### config.mk
export PLATFORM = sky130hd
export DESIGN_NAME = ras_ctrl
export DESIGN_NICKNAME = d
export VERILOG_FILES = /design/src/rtl/ras_ctrl.sv
export SDC_FILE = /design/constraint.sdc
export NUM_CORES = 1
export LEC_CHECK = 0
export ABC_AREA = 1
export CAP_MARGIN = 5
export CORE_ASPECT_RATIO = 1.1
export CORE_MARGIN = 2
export CORE_UTILIZATION = 25
export CTS_BUF_LIST = sky130_fd_sc_hd__clkbuf_16
export DETAILED_ROUTE_END_ITERATION = 12
export GPL_ROUTABILITY_DRIVEN = 0
export PLACE_DENSITY = 0.49
export SLEW_MARGIN = 20
export SYNTH_ARGS = -nofsm -noshare
export SYNTH_HDL_FRONTEND = slang
export SYNTH_SLANG_ARGS = --single-unit
### constraint.sdc
create_clock -name clk -period 5.2 [get_ports clk]
set_clock_uncertainty 0.15 [all_clocks]
set_input_delay 0.52 -clock clk [delete_from_list [all_inputs] [get_ports clk]]
set_output_delay 0.52 -clock clk [all_outputs]
set_load 0.02 [all_outputs]
### src/rtl/ras_ctrl.sv
// Return-address-stack controller: top/next-below held in registers, deeper entries spilled to BRAM port A.
// Define RAS_STATS_EN to add saturating overflow/underflow/pop counters.
module ras_ctrl #(
    parameter int DEPTH = 1024,
    parameter int WIDTH = 36
) (
    input  logic                          clk,
    input  logic                          rst,
    input  logic                          push,
    input  logic [WIDTH-1:0]              push_addr,
    input  logic                          pop,
    output logic                          resp_valid,
    output logic [WIDTH-1:0]              resp_addr,
    output logic                          resp_hit,
    output logic [WIDTH-1:0]              top_addr,
    output logic [$clog2(DEPTH+2)-1:0]    count,
    output logic                          mem_re,
    output logic [$clog2(DEPTH)-1:0]      mem_raddr,
    output logic                          mem_we,
    output logic [$clog2(DEPTH)-1:0]      mem_waddr,
    output logic [WIDTH-1:0]              mem_wdata,
    input  logic [WIDTH-1:0]              mem_rdata
`ifdef RAS_STATS_EN
    ,
    output logic [15:0]                   stat_ovf,
    output logic [15:0]                   stat_unf,
    output logic [31:0]                   stat_pops
`endif
);

    localparam int ADDR = $clog2(DEPTH);
    localparam int CW   = $clog2(DEPTH + 2);
    localparam logic [CW-1:0] FULL = CW'(DEPTH + 1);

    typedef enum logic [1:0] {
        OP_IDLE = 2'b00,
        OP_PUSH = 2'b01,
        OP_POP  = 2'b10,
        OP_TAIL = 2'b11
    } op_e;

    op_e              op;
    logic [ADDR-1:0]  ptr;
    logic [WIDTH-1:0] top_q;
    logic [WIDTH-1:0] nxt_q;
    logic             pend;
    logic [WIDTH-1:0] nxt_eff;
    logic             empty;
    logic             refill;

    assign op       = op_e'({pop, push});
    assign empty    = (count == '0);
    assign nxt_eff  = pend ? mem_rdata : nxt_q;
    assign top_addr = top_q;

    // A refill is needed only when a BRAM entry remains below the new next-below slot.
    assign refill = (op == OP_POP) && (count >= CW'(3));

    // NOTE: every combinational output gets a default first so no path leaves it unassigned (no latch).
    always_comb begin
        mem_re    = 1'b0;
        mem_raddr = ptr - ADDR'(2);
        mem_we    = 1'b0;
        mem_waddr = ptr;
        mem_wdata = top_q;
        if (op == OP_PUSH) begin
            mem_we = 1'b1;
        end else if (refill) begin
            mem_re = 1'b1;
        end
    end

    // NOTE: sequential state uses non-blocking assignments so all registers update from pre-edge values.
    always_ff @(posedge clk or posedge rst) begin
        if (rst) begin
            ptr        <= '0;
            count      <= '0;
            top_q      <= '0;
            nxt_q      <= '0;
            pend       <= 1'b0;
            resp_valid <= 1'b0;
            resp_addr  <= '0;
            resp_hit   <= 1'b0;
        end else begin
            case (op)
                OP_PUSH: begin
                    resp_valid <= 1'b0;
                    nxt_q      <= top_q;
                    top_q      <= push_addr;
                    ptr        <= ptr + ADDR'(1);
                    pend       <= 1'b0;
                    if (count != FULL) count <= count + CW'(1);
                end
                OP_POP: begin
                    resp_valid <= 1'b1;
                    if (!empty) begin
                        resp_addr <= top_q;
                        resp_hit  <= 1'b1;
                        top_q     <= nxt_eff;
                        ptr       <= ptr - ADDR'(1);
                        count     <= count - CW'(1);
                        pend      <= refill;
                    end else begin
                        resp_addr <= '0;
                        resp_hit  <= 1'b0;
                    end
                end
                OP_TAIL: begin
                    // Tail call replaces the top in place; the rest of the stack is untouched.
                    resp_valid <= 1'b1;
                    resp_addr  <= top_q;
                    resp_hit   <= !empty;
                    top_q      <= push_addr;
                    if (empty) count <= CW'(1);
                    if (pend) begin
                        nxt_q <= mem_rdata;
                        pend  <= 1'b0;
                    end
                end
                default: begin
                    resp_valid <= 1'b0;
                    if (pend) begin
                        nxt_q <= mem_rdata;
                        pend  <= 1'b0;
                    end
                end
            endcase
        end
    end

`ifdef RAS_STATS_EN
    // Overflow counts only pure pushes at full, the case that discards the oldest entry.
    always_ff @(posedge clk or posedge rst) begin
        if (rst) begin
            stat_ovf  <= '0;
            stat_unf  <= '0;
            stat_pops <= '0;
        end else begin
            if (op == OP_PUSH && count == FULL && stat_ovf != '1) stat_ovf <= stat_ovf + 16'd1;
            if (pop && empty && stat_unf != '1)                   stat_unf <= stat_unf + 16'd1;
            if (pop && stat_pops != '1)                           stat_pops <= stat_pops + 32'd1;
        end
    end
`endif

endmodule
==> flow_metrics.py, run 1 <==
metrics = {
    "clocking": {
        "clkTransAtPathRegs_ns": 0.07,
        "clock_latency_ns": 0.42,
        "h-tree-depth": 4,
        "cts_tree": "done",
        "ctsResizeCount": 0,
        "clock-sinks": 132,
        "cts_inserted_buffers": 17,
        "cts_buffer_depth": 2,
        "cts_root_buffer": "clkbuf_16",
        "cts_hold_buf": 0,
        "cts_setup_buffers": 0,
    },
    "finish": {
        "final_cell_mix": "246 x nand2_1, 217 x clkdlybuf4s50_1, 131 x dfrtp_1",
        "multi_input_area_mm2": 0.003123,
        "final_cell_count_no_fill": 1407,
        "post-route-util": 0.3502,
        "area_delta_synth_final_pct": 38.20,
        "fillerInstances": 3019,
        "final_common_cell": "nand2_1",
        "nets": 1108,
        "diodes": 0,
        "seq_area_mm2": 0.003304,
        "drive_gt1_frac": 0.07988,
    },
    "global_routing": {
        "grt_max_degree": 71,
        "gr-total-overflow": 0,
        "grt_use_met2": 0.2600,
        "grt_pass1_vias": 6545,
        "grt_first_pass_wirelength_mm": 38.33,
        "use_met1": 0.2224,
        "antenna_found_initial": 0,
        "grt-busiest-layer": "met2",
        "use_met3": 0.02581,
        "gr-usage-all-layers": 0.1598,
    },
    "die": {
        "fp.coreArea_mm2": 0.02863,
        "die_area_mm2": 0.03040,
        "die_h_um": 182.7,
        "chipWidth_um": 166.4,
        "num_rows": 65,
        "initial_core_util": 0.2534,
        "io_pins": 219,
    },
    "sta": {
        "slew_viol_final": 0,
        "fin_crit_ns": 3.013,
        "slew_headroom": 0.4433,
        "rsz0062_at_grt": "false",
        "hold_violations": 0,
        "worst_pin_slew_ns": 0.8321,
        "hold_slack_ns": 0.3304,
        "finalCritPeriodShare": 0.5794,
        "max_freq_mhz": 331.9,
        "setup_viol": 0,
        "setup-tns-final_ns": 0,
    },
    "detailed_routing": {
        "drtPass1Iterations": 5,
        "vias": 6637,
        "drc_errors": 0,
        "vias_per_cell": 4.717,
        "drt_iter0_drc": 360,
        "post_drt_wl_per_cell_um": 17.16,
        "drt_wl_total_mm": 24.14,
        "drtAntennaViolNets": 0,
    },
    "critical_path": {
        "startpoint": "mem_waddr[1]$_DFFE_PP0P_",
        "r2r_start": "count[0]$_DFFE_PP0P_",
        "slowest_stage": "clkdlybuf4s50_1",
        "cp_data_required_time_ns": 4.53,
        "crit_chain": "inv_1 -> ha_1 -> nand3_1 -> nor3_1 -> xor2_1 -> clkdlybuf4s50_1",
        "start_kind": "register",
        "cp_top_family": "buffers and inverters",
        "worstPathMaxFanout": 6,
        "cp_num_buf_inv": 2,
        "critPathKind": "register to primary output",
        "slowest_delay_ns": 0.62,
        "worstSetupEndpointType": "primary output",
        "worstPathArrival_ns": 2.34,
    },
    "synth": {
        "yosysWarnings": 0,
        "synth_xor_area_frac": 0.01811,
        "syn-cell-area_mm2": 0.007254,
        "ys_seq_elements": 132,
        "syn_nets": 947,
        "yosysUniqueCellTypes": 35,
        "synth-compound-area-share": 0.1276,
        "synth_area_per_cell_um2": 8.387,
        "syn_inst": 865,
        "synth_top_area_cell": "dfrtp_1",
        "ys_seq_area_frac": 0.4553,
        "synth_edf_count": 0,
        "yosys-top-cells-area": "dfrtp_1 46%, nand2_1 13%, nand3_1 5.9%",
        "synthArstFlopShare": 1.000,
        "synth-simple-area-share": 0.2240,
        "synth_top_family_by_area": "simple AND/OR/NAND/NOR gates",
        "synth_flop_cell": "dfrtp_1",
        "yosys.area.top_type_share": 0.4553,
        "synthAdderAreaFrac": 0.01035,
        "muxShareOfSynthArea": 0.04967,
    },
    "flow_run": {
        "maxCapViolCount": 0,
    },
    "place": {
        "portBuffers": 218,
        "dpl.cell_count": 1375,
        "dp_hpwl_mm": 16.00,
    },
    "worst_hold_path": {
        "holdCritPathClass": "register to register",
        "min_from": "resp_addr[10]$_DFFE_PP0P_",
    },
    "power": {
        "p_per_area_mw_per_mm2": 471.7,
        "p_total_mw": 4.729,
        "p_leak_nw": 4.529,
        "ir_worst_vdd_v": 0.0002959,
    },
    "status": {
        "outcome": "complete, no violations",
    },
}
[synth_stat cells, drive strengths merged (5+ instances only)]
| cell | number |
|---|---|
| inv | 82 |
| o221a | 19 |
| nand2 | 256 |
| nand3 | 87 |
| mux2i | 36 |
| xor2 | 12 |
| o211ai | 17 |
| dfrtp | 132 |
| nor2 | 37 |
| o21ai | 28 |
| buf | 71 |
| o22ai | 7 |
| clkbuf | 15 |
| a21oi | 5 |
| o221ai | 36 |
| ha | 6 |
[worst register-to-register path: cells and delay by family, from the launching register on]
kind / cells / cell delay [ns]
flops: 1 / 0.51
simple gates: 8 / 1.43
buf+inv: 2 / 0.43
[cell families after synthesis]
kind of cell,count (synthesis)
multiplexers,36
buffers and inverters,168
XOR/XNOR,15
adder cells (fa/ha/maj),6
flip-flops,132
AND/OR/NAND/NOR,388
AO/OA/AOI/OAI,120
[path summary, 6_finish.rpt]
kind	endpoint	slack, ns	cells past startpoint
max	mem_raddr[9]	2.19	6
min	resp_addr[10]$_DFFE_PP0P_	0.33	2
max reg2reg	count[10]$_DFFE_PP0P_	2.61	10
min reg2reg	resp_addr[10]$_DFFE_PP0P_	0.33	2
max in group asynchronous	mem_wdata[22]$_DFFE_PP0P_	3.52	3
min in group asynchronous	resp_addr[34]$_DFFE_PP0P_	0.43	2
[flip-flops by register name (all words and copies together), names as in the netlist]
signal / count
resp_valid: 1
count: 11
resp_hit: 1
nxt_q: 36
pend: 1
mem_wdata: 36
resp_addr: 36
mem_waddr: 10
[cell type report]
type	count	share of cell area
timing repair buffer	228	0.2246
multi-input combinational	565	0.3115
tap	368	0.04593
clock inverter	15	0.01473
clock buffer	17	0.04243
sequential	132	0.3296
inverter	82	0.03120
[metal layers]
metal | part of all wire | vias to the layer above
li1 | - | 3192
met2 | 0.47 | 195
met4 | 0.0092 | 0
met1 | 0.48 | 3237
met3 | 0.042 | 13
met5 | 0 | -
[power breakdown]
group / total [mW] / leakage [nW] / internal [mW] / switching [mW]
sequential: 1.53 / 1.58 / 1.27 / 0.260
clock: 1.21 / 0.273 / 0.673 / 0.540
combinational: 1.99 / 2.68 / 0.877 / 1.11
total: 4.73 / 4.53 / 2.82 / 1.91
[metrics by stage]
step	setup slack (ns)	instance area, um^2
finish	2.187	10030
global route	1.907	10030
CTS	2.133	10030
detailed placement	1.722	9453
global placement	1.795	9453
floorplan	1.004	7254
Note: power is estimated with default switching activity, not from simulation.
==> run 2, diff against run 1 <==
PLACE_DENSITY = 0.51   (was 0.49)
clock period = 2.6 ns   (was 5.2 ns; I/O delays follow)
==> flow_metrics.py, run 2 (synthesized netlist as in run 1, its figures left out) <==
metrics = {
    "status": {
        "outcome": "complete, no violations",
    },
    "power": {
        "p_comb_frac": 0.421,
        "switching_share": 0.3944,
        "ir_worst_vdd_v": 0.0006464,
        "p_leak_nw": 4.662,
        "pwr-share-seq": 0.311,
        "p_clk_frac": 0.268,
        "power_switching_mw": 3.830,
        "p_int_mw": 5.883,
        "p_per_area_mw_per_mm2": 948.8,
    },
    "critical_path": {
        "cp_data_required_time_ns": 2.19,
        "slowest_stage": "clkdlybuf4s50_1",
        "r2r_slack_ns": 0.44,
        "worstSetupEndpointType": "primary output",
        "start_kind": "register",
        "slowest_delay_ns": 0.63,
        "critPathKind": "register to primary output",
        "cp_num_buf_inv": 2,
        "cp_top_family": "buffers and inverters",
        "worstPathMaxFanout": 3,
        "worstPathArrival_ns": 2.03,
        "crit_chain": "inv_1 -> ha_1 -> nand3_1 -> xor2_1 -> clkdlybuf4s50_1",
    },
    "finish": {
        "area_delta_synth_final_pct": 41.12,
        "fillerInstances": 2912,
        "drive_gt1_frac": 0.09298,
        "nets": 1123,
        "final_cell_count_no_fill": 1422,
        "final_cell_mix": "245 x nand2_1, 214 x clkdlybuf4s50_1, 131 x dfrtp_1",
        "diodes": 0,
        "final_common_cell": "nand2_1",
    },
    "global_routing": {
        "gr-usage-all-layers": 0.1584,
        "grt_max_degree": 67,
        "grt_first_pass_wirelength_mm": 37.88,
        "grt_pass1_vias": 6544,
        "gr-total-overflow": 0,
        "antenna_found_initial": 0,
    },
    "die": {
        "die_h_um": 182.7,
        "die_area_mm2": 0.03040,
        "num_rows": 65,
        "chipWidth_um": 166.4,
        "initial_core_util": 0.2534,
        "fp.coreArea_mm2": 0.02863,
        "io_pins": 219,
    },
    "detailed_routing": {
        "drc_errors": 0,
        "post_drt_wl_per_cell_um": 16.93,
        "drt_wl_total_mm": 24.07,
        "drt_iter0_drc": 434,
        "vias": 6613,
        "drtAntennaViolNets": 0,
        "vias_per_cell": 4.650,
        "drtPass1Iterations": 5,
    },
    "clocking": {
        "cts_root_buffer": "clkbuf_16",
        "clock-sinks": 132,
        "cts_inserted_buffers": 17,
        "cts_buffer_depth": 2,
        "cts_tree": "done",
        "cts_setup_buffers": 0,
        "clock_latency_ns": 0.42,
        "h-tree-depth": 4,
        "clkTransAtPathRegs_ns": 0.07,
    },
    "worst_hold_path": {
        "holdCritPathClass": "primary input to register",
    },
    "sta": {
        "fin_crit_ns": 2.442,
        "slew_headroom": 0.6094,
        "slew_viol_final": 0,
        "setup-tns-final_ns": 0,
        "fin_ws_ns": 0.1581,
        "rsz0062_at_grt": "false",
        "hold_slack_ns": 0.1090,
        "max_freq_mhz": 409.5,
        "hold_violations": 0,
        "worst_pin_slew_ns": 0.5859,
        "finalCritPeriodShare": 0.9392,
        "setup_viol": 0,
    },
    "flow_run": {
        "maxCapViolCount": 0,
    },
    "place": {
        "dp_slack_ns": 0.1120,
        "dp_hpwl_mm": 16.38,
        "dpl.cell_count": 1389,
        "portBuffers": 218,
    },
}
## run 2: worst paths after layout
| path | start | endpoint | cells after the start |
|---|---|---|---|
| max | mem_waddr[2]$_DFFE_PP0P_ | mem_raddr[7] | 5 |
| min | pop | resp_hit$_DFFE_PP0P_ | 3 |
| max reg2reg | count[0]$_DFFE_PP0P_ | mem_wdata[8]$_DFFE_PP0P_ | 9 |
| min reg2reg | resp_addr[8]$_DFFE_PP0P_ | resp_addr[8]$_DFFE_PP0P_ | 2 |
| max in group asynchronous | rst | nxt_q[10]$_DFFE_PP0P_ | 4 |
| min in group asynchronous | rst | resp_addr[28]$_DFFE_PP0P_ | 3 |
## run 2: worst reg2reg max path: cells and delay by family (launching register included)
kind | cells | cell delay (ns)
DFF | 1 | 0.48
buffers and inverters | 2 | 0.65
and+or+nand+nor | 5 | 0.49
AOI/OAI and AO/OA | 2 | 0.30
## run 2: what timing repair did
item	4_1_cts	5_1_grt
hold buffers	1	0
resized for setup	2	1
gates cloned	0	0
endpoints found under the setup margin	2	1
endpoints found under the hold margin	9	0
## run 2: layer usage
metal,share of wire,track usage
met1,0.47,0.2169
met2,0.47,0.2522
met3,0.047,0.03622
met4,0.012,0.04241
met5,0,0
## run 2: power by group through the flow
stage	clock, mW	sequential [mW]	combinational [mW]
final	2.60	3.02	4.09
after global routing	2.77	3.10	4.47
after CTS	2.68	3.03	4.13
after detailed placement	0	3.06	4.11
after global placement	0	3.07	4.11
after floorplan	0	3.37	2.08
## run 2: per-stage QoR
| stage | power [mW] | area, um^2 | util |
|---|---|---|---|
| 6_report | 9.713 | 10240 | 0.3576 |
| 3_3_place_gp | 7.175 | 9609 | 0.3357 |
| 2_1_floorplan | 5.446 | 7258 | - |
| 4_1_cts | 9.839 | 10230 | 0.3575 |
| 3_5_place_dp | 7.167 | 9609 | 0.3357 |
| 5_1_grt | 10.35 | 10240 | 0.3576 |
## run 2: cell type report
class                   count  area (um^2)  area share
clock buffers              17        425.4     0.04155
clock inverters            15        192.7     0.01882
inverters                  82        311.5     0.03043
multi-input cells         565         3126      0.3053
flip-flops and latches    132         3304      0.3228
well taps                 368        460.4     0.04498
repair buffers            243         2417      0.2361
==> run 3, diff against run 2 <==
ABC_CLOCK_PERIOD_IN_PS = 2600   (was not set)
CORE_ASPECT_RATIO = not set   (was 1.1)
==> flow_metrics.py, run 3 (synthesized netlist as in run 1, its figures left out) <==
metrics = {
    "status": {
        "outcome": "complete, no violations",
    },
    "finish": {
        "final_cell_count_no_fill": 1443,
        "drive_gt1_frac": 0.09943,
        "post-route-util": 0.3582,
        "final_common_cell": "nand2_1",
        "fillerInstances": 2922,
        "nets": 1125,
        "fin_area_mm2": 0.01025,
        "area_delta_synth_final_pct": 41.34,
        "final_cell_mix": "245 x nand2_1, 212 x clkdlybuf4s50_1, 130 x dfrtp_1",
    },
    "clocking": {
        "cts_inserted_buffers": 17,
        "cts_setup_buffers": 0,
        "cts_root_buffer": "clkbuf_16",
        "cts_hold_buf": 0,
        "clkTransAtPathRegs_ns": 0.07,
        "cts_tree": "done",
        "clock-sinks": 132,
        "h-tree-depth": 4,
        "cts_buffer_depth": 2,
        "clock_latency_ns": 0.43,
    },
    "die": {
        "num_rows": 62,
        "initial_core_util": 0.2534,
        "io_pins": 219,
        "die_area_mm2": 0.03040,
        "die_h_um": 174.3,
        "fp.coreArea_mm2": 0.02863,
        "chipWidth_um": 174.3,
    },
    "sta": {
        "setup-tns-final_ns": 0,
        "worst_pin_slew_ns": 0.6104,
        "fin_crit_ns": 2.434,
        "slew_viol_final": 0,
        "finalCritPeriodShare": 0.9361,
        "max_freq_mhz": 410.9,
        "hold_violations": 0,
        "rsz0062_at_grt": "false",
        "setup_viol": 0,
        "slew_headroom": 0.5930,
    },
    "critical_path": {
        "start_kind": "register",
        "cp_top_family": "buffers and inverters",
        "slowest_stage": "clkdlybuf4s50_1",
        "worstSetupEndpointType": "primary output",
        "cp_num_buf_inv": 2,
        "crit_chain": "inv_1 -> ha_1 -> xor2_1 -> clkdlybuf4s50_1",
        "cp_data_required_time_ns": 2.19,
        "rr_worst_depth": 10,
        "critPathKind": "register to primary output",
        "r2r_start": "count[5]$_DFFE_PP0P_",
        "r2r_slack_ns": 0.40,
        "worstPathMaxFanout": 6,
        "slowest_delay_ns": 0.62,
        "worstPathArrival_ns": 2.02,
        "r2r-end": "count[10]$_DFFE_PP0P_",
    },
    "worst_hold_path": {
        "holdCritPathClass": "primary input to asynchronous set/reset pin",
    },
    "global_routing": {
        "grt_max_degree": 87,
        "grt_first_pass_wirelength_mm": 38.67,
        "gr-total-overflow": 0,
        "gr-usage-all-layers": 0.1640,
        "antenna_found_initial": 3,
        "grt_pass1_vias": 6516,
    },
    "place": {
        "place_area_mm2": 0.009677,
        "dp_hpwl_mm": 16.88,
        "dpl.cell_count": 1408,
        "portBuffers": 218,
    },
    "detailed_routing": {
        "drtPass1Iterations": 4,
        "vias": 6630,
        "drt_iter0_drc": 370,
        "post_drt_wl_per_cell_um": 17.24,
        "drc_errors": 0,
        "drt_wl_total_mm": 24.87,
        "vias_per_cell": 4.595,
        "drtAntennaViolNets": 0,
    },
    "power": {
        "p_per_area_mw_per_mm2": 924.4,
        "p_total_mw": 9.479,
        "p_leak_nw": 4.666,
        "ir_worst_vdd_v": 0.0006365,
    },
    "flow_run": {
        "maxCapViolCount": 0,
    },
}
[run 3: cell count changes in the layout (fill, tap and decap cells not counted), sizes merged, moves of 2 or more]
cell / change
clkinvlp: +2
bufinv: -3
dlymetal6s2s: +2
diode: +3
clkdlybuf4s50: -2
buf: +3
[run 3: repair_timing]
action | CTS | global route
gates resized for setup | 2 | 7
setup endpoints to repair | 2 | 4
endpoints found under the hold margin | 0 | 0
cloned | 0 | 0
[run 3: worst max-delay path by stage]
| stage | start | end | slack (ns) | depth (start not counted) |
|---|---|---|---|---|
| 2_1_floorplan | pop | count[10]$_DFFE_PP0P_ | 0.46 | 15 |
| 3_3_place_gp | push | count[10]$_DFFE_PP0P_ | 0.25 | 13 |
| 3_5_place_dp | push | mem_waddr[9]$_DFFE_PP0P_ | 0.22 | 13 |
| 4_1_cts | mem_waddr[3]$_DFFE_PP0P_ | mem_raddr[8] | 0.01 | 5 |
| 5_1_grt | mem_waddr[1]$_DFFE_PP0P_ | mem_raddr[3] | 0.03 | 4 |
| 6_report | mem_waddr[1]$_DFFE_PP0P_ | mem_raddr[3] | 0.17 | 4 |
[run 3: per-stage QoR]
stage               worst slack [ns]  hold WS [ns]
global route                 0.03324        0.1401
global placement              0.2475        0.3126
floorplan                     0.4605        0.2646
finish                        0.1663        0.1376
detailed placement            0.2178        0.3143
CTS                          0.01056        0.1256
[run 3: layout make-up]
cell class	count	area, um^2	area share
diodes	3	7.507	0.0007322
clock buffers	17	425.4	0.04149
clock inverters	15	136.4	0.01330
inverters	82	311.5	0.03038
multi-input cells	565	3131	0.3053
flip-flops and latches	132	3306	0.3224
well taps	384	480.5	0.04686
repair buffers	245	2456	0.2395
[run 3: layer usage]
layer	global-route usage	vias to the layer above	part of all wire	wire length [um]
li1	-	3241	-	-
met1	0.2270	3178	0.47	11640
met2	0.2607	197	0.47	11610
met3	0.03871	12	0.057	1406
met4	0.03396	2	0.0082	204
met5	0	-	0.00044	11
[run 3: worst reg2reg max path, stage by stage (launching register included)]
cell and delay, ns:
dfrtp_1 0.46, nor2_2 0.24, nand3_1 0.12, nor2_1 0.10
nand2_1 0.07, nand2_1 0.14, nand2_2 0.25, nand3_1 0.26
inv_2 0.14, nand4_1 0.11, nand2_1 0.06
[run 3: power breakdown]
part	leakage, nW	internal (mW)	switching (mW)	total (mW)
Clock	0.266	1.27	1.11	2.38
Combinational	2.82	1.80	2.28	4.09
Sequential	1.58	2.53	0.484	3.02
